[src/rtl/sar_pkg.sv]
// Shared types and defaults for the successive-approximation controller.
package sar_pkg;

    typedef enum logic [1:0] {
        ST_IDLE    = 2'b00,
        ST_CONVERT = 2'b01,
        ST_TRACK   = 2'b10,
        ST_HOLD    = 2'b11
    } sar_state_e;

    localparam int unsigned SAR_WIDTH  = 8;
    localparam int unsigned HOLD_MAX   = 127;
    localparam int unsigned HOLD_CNT_W = 7;

endpackage

[src/rtl/sar_hold_wdog.sv]
// HOLD-state watchdog: counts HOLD cycles, flags the last one allowed before timeout.
module sar_hold_wdog #(
    parameter int unsigned HOLD_MAX = sar_pkg::HOLD_MAX
) (
    input  logic clk_i,
    input  logic rst_i,
    input  logic clr_i,
    input  logic en_i,
    output logic expire_o
);
    import sar_pkg::*;

    logic [HOLD_CNT_W-1:0] count_q, count_d;

    always_comb begin
        count_d = count_q;
        if (clr_i) begin
            count_d = '0;
        end else if (en_i) begin
            count_d = count_q + HOLD_CNT_W'(1);
        end
    end

    always_ff @(posedge clk_i) begin
        if (rst_i) begin
            count_q <= '0;
        end else begin
            count_q <= count_d;
        end
    end

    // Count starts at 0, so the HOLD_MAX-th HOLD cycle sees HOLD_MAX-1.
    assign expire_o = (count_q == HOLD_CNT_W'(HOLD_MAX - 1));

endmodule

[src/rtl/sar_control.sv]
// SAR conversion controller with post-conversion HOLD handshake and step tracking.
module sar_control #(
    parameter int unsigned WIDTH    = sar_pkg::SAR_WIDTH,
    parameter int unsigned HOLD_MAX = sar_pkg::HOLD_MAX
) (
    input  logic             ClockT,
    input  logic             Reset,
    input  logic             Start,
    input  logic             CompIn,
    input  logic             TrackEn,
    input  logic             Ready,
    output logic [WIDTH-1:0] SAROut,
    output logic [1:0]       StateP,
    output logic             Inc,
    output logic             Dcr,
    output logic             EOC,
    output logic             Err
);
    import sar_pkg::*;

    localparam int unsigned KW    = (WIDTH > 1) ? $clog2(WIDTH) : 1;
    localparam logic [KW-1:0] K_TOP = KW'(WIDTH - 1);

    sar_state_e       state_q, state_d;
    logic [WIDTH-1:0] sar_q, sar_d;
    logic [KW-1:0]    k_q, k_d;
    logic             inc_q, inc_d;
    logic             dcr_q, dcr_d;
    logic             eoc_q, eoc_d;
    logic             err_q, err_d;
    logic             wd_clr, wd_en, wd_expire;

    sar_hold_wdog #(
        .HOLD_MAX(HOLD_MAX)
    ) u_wdog (
        .clk_i   (ClockT),
        .rst_i   (Reset),
        .clr_i   (wd_clr),
        .en_i    (wd_en),
        .expire_o(wd_expire)
    );

    always_comb begin
        state_d = state_q;
        sar_d   = sar_q;
        k_d     = k_q;
        inc_d   = 1'b0;
        dcr_d   = 1'b0;
        eoc_d   = 1'b0;
        err_d   = err_q;
        wd_clr  = 1'b1;
        wd_en   = 1'b0;

        unique case (state_q)
            ST_IDLE: begin
                if (Start) begin
                    state_d            = ST_CONVERT;
                    sar_d              = '0;
                    sar_d[WIDTH-1]     = 1'b1;
                    k_d                = K_TOP;
                    err_d              = 1'b0;
                end
            end
            ST_CONVERT: begin
                sar_d[k_q] = ~CompIn;
                if (k_q != '0) begin
                    sar_d[k_q - KW'(1)] = 1'b1;
                    k_d                 = k_q - KW'(1);
                end else begin
                    state_d = ST_HOLD;
                    eoc_d   = 1'b1;
                end
            end
            ST_HOLD: begin
                // Ready is checked before expiry so a same-cycle acknowledge wins.
                if (Ready) begin
                    state_d = TrackEn ? ST_TRACK : ST_IDLE;
                end else if (wd_expire) begin
                    state_d = ST_IDLE;
                    err_d   = 1'b1;
                end else begin
                    wd_clr = 1'b0;
                    wd_en  = 1'b1;
                end
            end
            ST_TRACK: begin
                if (!TrackEn) begin
                    state_d = ST_IDLE;
                end else if (CompIn) begin
                    if (sar_q != '0) begin
                        sar_d = sar_q - WIDTH'(1);
                        dcr_d = 1'b1;
                    end
                end else begin
                    if (sar_q != '1) begin
                        sar_d = sar_q + WIDTH'(1);
                        inc_d = 1'b1;
                    end
                end
            end
            default: state_d = ST_IDLE;
        endcase
    end

    always_ff @(posedge ClockT) begin
        if (Reset) begin
            state_q <= ST_IDLE;
            sar_q   <= '0;
            k_q     <= '0;
            inc_q   <= 1'b0;
            dcr_q   <= 1'b0;
            eoc_q   <= 1'b0;
            err_q   <= 1'b0;
        end else begin
            state_q <= state_d;
            sar_q   <= sar_d;
            k_q     <= k_d;
            inc_q   <= inc_d;
            dcr_q   <= dcr_d;
            eoc_q   <= eoc_d;
            err_q   <= err_d;
        end
    end

    assign SAROut = sar_q;
    assign StateP = state_q;
    assign Inc    = inc_q;
    assign Dcr    = dcr_q;
    assign EOC    = eoc_q;
    assign Err    = err_q;

endmodule
[config.mk]
export PLATFORM = sky130hd
export DESIGN_NAME = sar_control
export DESIGN_NICKNAME = d
export VERILOG_FILES = /design/src/rtl/sar_pkg.sv /design/src/rtl/sar_hold_wdog.sv /design/src/rtl/sar_control.sv
export SDC_FILE = /design/constraint.sdc
export NUM_CORES = 1
export LEC_CHECK = 0
export ABC_AREA = 1
export CAP_MARGIN = 20
export CORE_MARGIN = 10
export CORE_UTILIZATION = 51
export CTS_CLUSTER_DIAMETER = 200
export DETAILED_ROUTE_END_ITERATION = 8
export PLACE_DENSITY = 0.74
export SLEW_MARGIN = 20
export SYNTH_ARGS = -nofsm -noshare
export SYNTH_HDL_FRONTEND = slang
export SYNTH_SLANG_ARGS = --single-unit
[constraint.sdc]
create_clock -name ClockT -period 1.4 [get_ports ClockT]
set_input_delay 0.28 -clock ClockT [delete_from_list [all_inputs] [get_ports ClockT]]
set_output_delay 0.28 -clock ClockT [all_outputs]
set_load 0.005 [all_outputs]
=== Word level (Yosys, flattened, before mapping) ===
Index checks and enable logic that the tools add are counted.

* Register bits: 24
* Input bits: 6
* Output and inout port bits: 14
* Logic and storage cells: 87

* Add/subtract/negate cells: 4
* Order comparisons: 4
* Eq/ne operators: 15
* Multiplexer cells: 35
* Bitwise operators: 5
* Reduce and logical (&&, ||, !) cells: 16

{| class="wikitable"
|+ Operators by type and width
! cell !! number
|-
| two-way mux 8 bit || 6
|-
| one-hot mux 8 bit (3 select lines) || 1
|-
| two-way mux 1 bit || 14
|-
| two-way mux 2 bit || 6
|-
| inequality test 2 bit, second input constant || 6
|-
| adder 8 x 1 -> 8 bit, second input constant || 1
|-
| bitwise mux 8 bit || 1
|-
| < comparator 3 x 4 -> 1 bit, second input constant || 2
|-
| inequality test 8 bit, second input constant || 1
|-
| bitwise OR 8 bit || 1
|-
| one-hot mux 2 bit (4 select lines) || 1
|-
| AND reduction 4 bit || 2
|-
| nonzero test 8 bit || 1
|-
| OR reduction 4 bit || 2
|-
| subtractor 8 x 1 -> 8 bit, second input constant || 1
|-
| adder 7 x 1 -> 7 bit, second input constant || 1
|-
| == test 7 bit, second input constant || 1
|-
| demux 1 bit (select 3 bit) || 2
|-
| greater-or-equal comparator 3 x 1 -> 1 bit, second input constant || 2
|-
| two-way mux 3 bit || 2
|-
| inequality test 3 bit, second input constant || 2
|-
| one-hot mux 3 bit (2 select lines) || 1
|-
| nonzero test 3 bit || 2
|-
| AND reduction 5 bit || 1
|-
| 12 further kinds || 19
|}

=== Depth between registers and ports, before layout ===
* Depth after elaboration: 8
* Mapped depth: 13
* Gate-level depth less buffers: 12

=== By module ===
Synthesis repeated with hierarchy kept, for this count alone.

* Cells, all modules: 297
* Area total of the unflattened synthesis: 1923.1 um^2

{| class="wikitable"
|+ Modules (own cells, without submodules)
! module !! instances !! cells an instance !! area each (um^2) !! seq. area each (um^2)
|-
| sar_control || 1 || 251 || 1584.0 || 340.3
|-
| sar_hold_wdog || 1 || 46 || 339.1 || 140.1
|}

=== Worst setup path before layout ===
Ideal clock, no wire load.

* Kind: reg2reg
* From: reg state_q[0] (netlist: StateP[0])
* To: reg state_q[1] (netlist: StateP[1])
* Setup time: 0.070 ns
* Arrival: 1.435 ns
* Data required time: 1.330 ns
* Path slack: -0.105 ns
* Stages on the path, launching flop included: 9
* Path buffers: 1
* Period minus slack after synthesis: 1.505 ns
* Cell sequence: dfxtp_1 > inv_1 > ha_1 > clkbuf_1 > a21oi_1 > nand3_2 > o21ai_1 > nand2_1 > a21oi_1

* Word-level cells in the longest chain between the ends: 3
* Elaborated cells between the ends (all ways): 10
* Classes of those cells: 7 x eq/ne; 1 x mux; 2 x reduce/logical

{| class="wikitable"
|+ RTL lines
! item !! line !! RTL
|-
| from (decl) || sar_control.sv:24 || <nowiki>sar_state_e state_q, state_d;</nowiki>
|-
| from (signal assigned) || sar_control.sv:115 || <nowiki>state_q <= state_d;</nowiki>
|-
| == test 2 bit, or another cell as far along || sar_control.sv:54 || <nowiki>unique case (state_q)</nowiki>
|-
| inequality test 3 x 2 -> 1 bit (no line) / inequality test 2 bit (equally long branches) || -- ||
|-
| AND reduction 4 bit (no line) || -- ||
|}

Several ways; a longest one is shown, not always the timed one.
A chain may end at the register's enable or synchronous reset.

=== Final worst setup path ===
* From: reg sar_q[0] (netlist: SAROut[0])
* To: reg sar_q[6] (netlist: SAROut[6])

* Word-level cells in the longest chain between the ends: 5
* Elaborated cells between the ends (all ways): 12
* Classes of those cells: 2 x add/sub; 3 x eq/ne; 5 x mux; 2 x reduce/logical

{| class="wikitable"
|+ RTL lines
! item !! line !! RTL
|-
| from (decl) || sar_control.sv:25 || <nowiki>logic [WIDTH-1:0] sar_q, sar_d;</nowiki>
|-
| from (signal assigned) || sar_control.sv:116 || <nowiki>sar_q <= sar_d;</nowiki>
|-
| adder 8 x 1 -> 8 bit / subtractor 8 x 1 -> 8 bit (equally long branches) || sar_control.sv:96, sar_control.sv:91 ||
|-
| two-way mux 8 bit (on tied branches) || sar_control.sv:95, sar_control.sv:90 ||
|-
| two-way mux 8 bit || sar_control.sv:89 || <nowiki>end else if (CompIn) begin</nowiki>
|-
| two-way mux 8 bit || sar_control.sv:87 || <nowiki>if (!TrackEn) begin</nowiki>
|-
| one-hot mux 8 bit (3 select lines) || sar_control.sv:54 ||
|}

Several ways; a longest one is shown, not always the timed one. The select of a mux whose other input is x is not followed.

==> qor.yml <==
status:
  status: "finished, violations left"
  violations: "negative setup slack"
synthesis:
  synth_common_cells: "82 x nand2_1, 31 x nand3_1, 29 x inv_1"
  syn-num-nets: 313
  yosysMostFrequentCell: "nand2_1"
  ys_ff_latch: 24
  ys_warn_count: 0
  avgSynthCellArea_um2: 6.55
  synth_top_area_share_pct: 25.1
  syn_area_um2: 1910
  yosysSeqAreaShare_pct: 25.1
  synthArstFlopShare_pct: 0
  synth_ff_type: "dfxtp_1"
  synth-edff-count: 0
  synth_area_leaders: "dfxtp_1 25%, nand2_1 16%, ha_1 9.2%"
  syn_inst: 292
  synthDistinctLibCells: 38
  synth_top_area_cell: "dfxtp_1"
route:
  wl_mm: 8.74
  drc: 0
  drt_first_pass_iters: 6
  ant_nets: 0
  drt_iter0_drc: 433
  vias_per_cell: 6.24
  num_vias: 2627
  wl_per_cell_um: 20.8
clock_tree:
  cts_tree: "done"
  hold_buffers: 0
  numCtsBuffers: 3
  cts_root_buffer: "clkbuf_8"
  clkLatencyLatePin_ns: 0.29
  cts_buffer_depth: 2
  cts_sinks: 24
  htree_levels: 1
  cts.reportedPaths.clkPinSlew_ns: 0.12
finish:
  drive_gt1_share_pct: 48.0
  syn2layout_area_growth_pct: 67.7
  diodes: 0
  fill_cells: 176
  fin_nets: 395
worst_setup_path:
  crit_family: "simple AND/OR/NAND/NOR gates"
  startpoint_type: "register"
  crit_path_frequent_cell: "nand2_1"
  crit_fanout: 4
  critPathBufInv: 1
  cp-end-kind: "register"
  cpPeakStageDelay_ns: 0.39
  criticalPathCategory: "register to register"
  cpMaxStageDelayCell: "dfxtp_4"
  arrival_ns: 1.97
  critPathRequiredTime_ns: 1.59
  worstPathCellList: "buf_12, fa_2, nand2_4, nand2_4, nand3_2, nand2_1, nand2_1, nand3_1, nand2_1, nand3_1, a21oi_1"
power:
  switching_share_pct: 50.3
  p_per_area_nw_per_um2: 1920
  power_frac_seq_pct: 16.8
  p_leak_nw: 1.41
  comb_power_share_pct: 72.3
  vdd_drop_max_uv: 1210
  netSwitchingPower_mw: 3.10
  p_total_mw: 6.17
  p_int_mw: 3.07
  clkPwrFrac_pct: 10.8
run:
  cap_violations: 0
timing:
  relSlewSlack_pct: 76.1
  setup_ws_ns: -0.380
  final.period_utilization_pct: 127
  finalSetupTns_ns: -3.23
  tightest_slew_ns: 0.355
  finalMaxSlewViolations: 0
  hold_viol: 0
  fin_worst_skew_ns: 0.0218
  finalCriticalPeriod_ns: 1.78
  setup_viol_count_final: 22
  rsz0062_at_grt: "true"
  fmax_mhz: 562
placed_design:
  numPortBuffers: 19
  pre_cts_ws_ns: -0.614
  place_congestion: 0.901
  hpwl_mm: 4.20
floorplanning:
  die_area_um2: 6600
  io_pins: 20
  rows: 22
  die_h_um: 81.2
  start_util_pct: 52.7
  die_w_um: 81.2
  core_area_um2: 3630
global_routing:
  grt_overflow: 0
  grt_use_total_pct: 20.8
  grt_max_degree: 15
  grt_pass1_vias: 2339
  antenna_found_initial: 0
  grt_first_pass_wirelength_mm: 11.1
min_path:
  hold_class: "register to register"
flip-flops by register name (all words and copies together), names as in the netlist:
signal	flops
SAROut	8
Err	1
EOC	1
u_wdog.count_q	7
Dcr	1
Inc	1
k_q	3
StateP	2
final timing paths:
| kind | startpoint | end | slack (ns) | cells after the start |
|---|---|---|---|---|
| setup / recovery | SAROut[0] | SAROut[6] | -0.38 | 11 |
| hold / removal | u_wdog.count_q[0] | u_wdog.count_q[0] | 0.46 | 1 |
| setup reg to reg | SAROut[0] | SAROut[6] | -0.38 | 11 |
| hold reg to reg | u_wdog.count_q[0] | u_wdog.count_q[0] | 0.46 | 1 |
cell families after synthesis:
kind of cell	share of synthesized area (%)
fa+ha+maj	10.2
buf+inv	10.0
flops	25.1
xor+xnor	1.83
simple gates	38.8
compound gates	14.0
stage by stage:
| step | instance area, um^2 | hold slack, ns | utilization (%) | instances |
|---|---|---|---|---|
| 3_5_place_dp | 2540 | 0.455 | 69.8 | 396 |
| 3_3_place_gp | 2540 | 0.447 | 69.8 | 396 |
| 2_1_floorplan | 2000 | 0.430 | - | 292 |
| 4_1_cts | 2910 | 0.473 | 80.0 | 414 |
| 6_report | 3210 | 0.456 | 88.3 | 421 |
| 5_1_grt | 3210 | 0.469 | 88.3 | 421 |
cell type report:
| type | instances | area (um^2) | area share [%] |
|---|---|---|---|
| clock buffer | 3 | 41.3 | 1.29 |
| sequential | 24 | 523 | 16.3 |
| clock inverter | 1 | 30.0 | 0.936 |
| inverter | 34 | 163 | 5.07 |
| timing repair buffer | 84 | 721 | 22.5 |
| multi-input combinational | 227 | 1670 | 52.1 |
| tap | 48 | 60.1 | 1.87 |
per-layer routing:
layer	vias up	track usage (%)	part of all wire, %
met5	-	0	0
met4	0	9.86	6.8
met3	73	2.65	10
met2	237	36.4	48
met1	1194	24.4	35
li1	1123	-	-
cell usage in the layout (no fill, tap or decap), types with 7 or more instances in the layout:
cell type and instances:
nor2_4 10, nor2_2 9, clkdlybuf4s50_1 8, inv_4 7, dfxtp_1 10, nor2_1 13, nand3_2 11, buf_4 55
nand2_1 71, nand3_1 20, o21ai_1 8, nand2_2 9, ha_4 12, dfxtp_4 10, a21oi_2 9, inv_1 19
a21oi_1 7, dlygate4sd2_1 8
power by group through the flow:
stage	registers, mW	logic [mW]	clock network (mW)
2_1_floorplan	0.955	2.17	0
3_3_place_gp	0.986	3.08	0
3_5_place_dp	0.993	3.13	0
4_1_cts	0.987	3.48	0.640
5_1_grt	1.05	4.70	0.671
6_report	1.04	4.46	0.669
timing repair:
| action | 4_1_cts | 5_1_grt |
|---|---|---|
| endpoints found under the setup margin | 25 | 25 |
| pin swaps | 19 | 23 |
| gates resized for setup | 66 | 72 |
| gates cloned | 1 | 0 |
| endpoints found under the hold margin | 0 | 0 |
| buffers inserted | 13 | 7 |
Note: power is estimated with default switching activity, not from simulation.
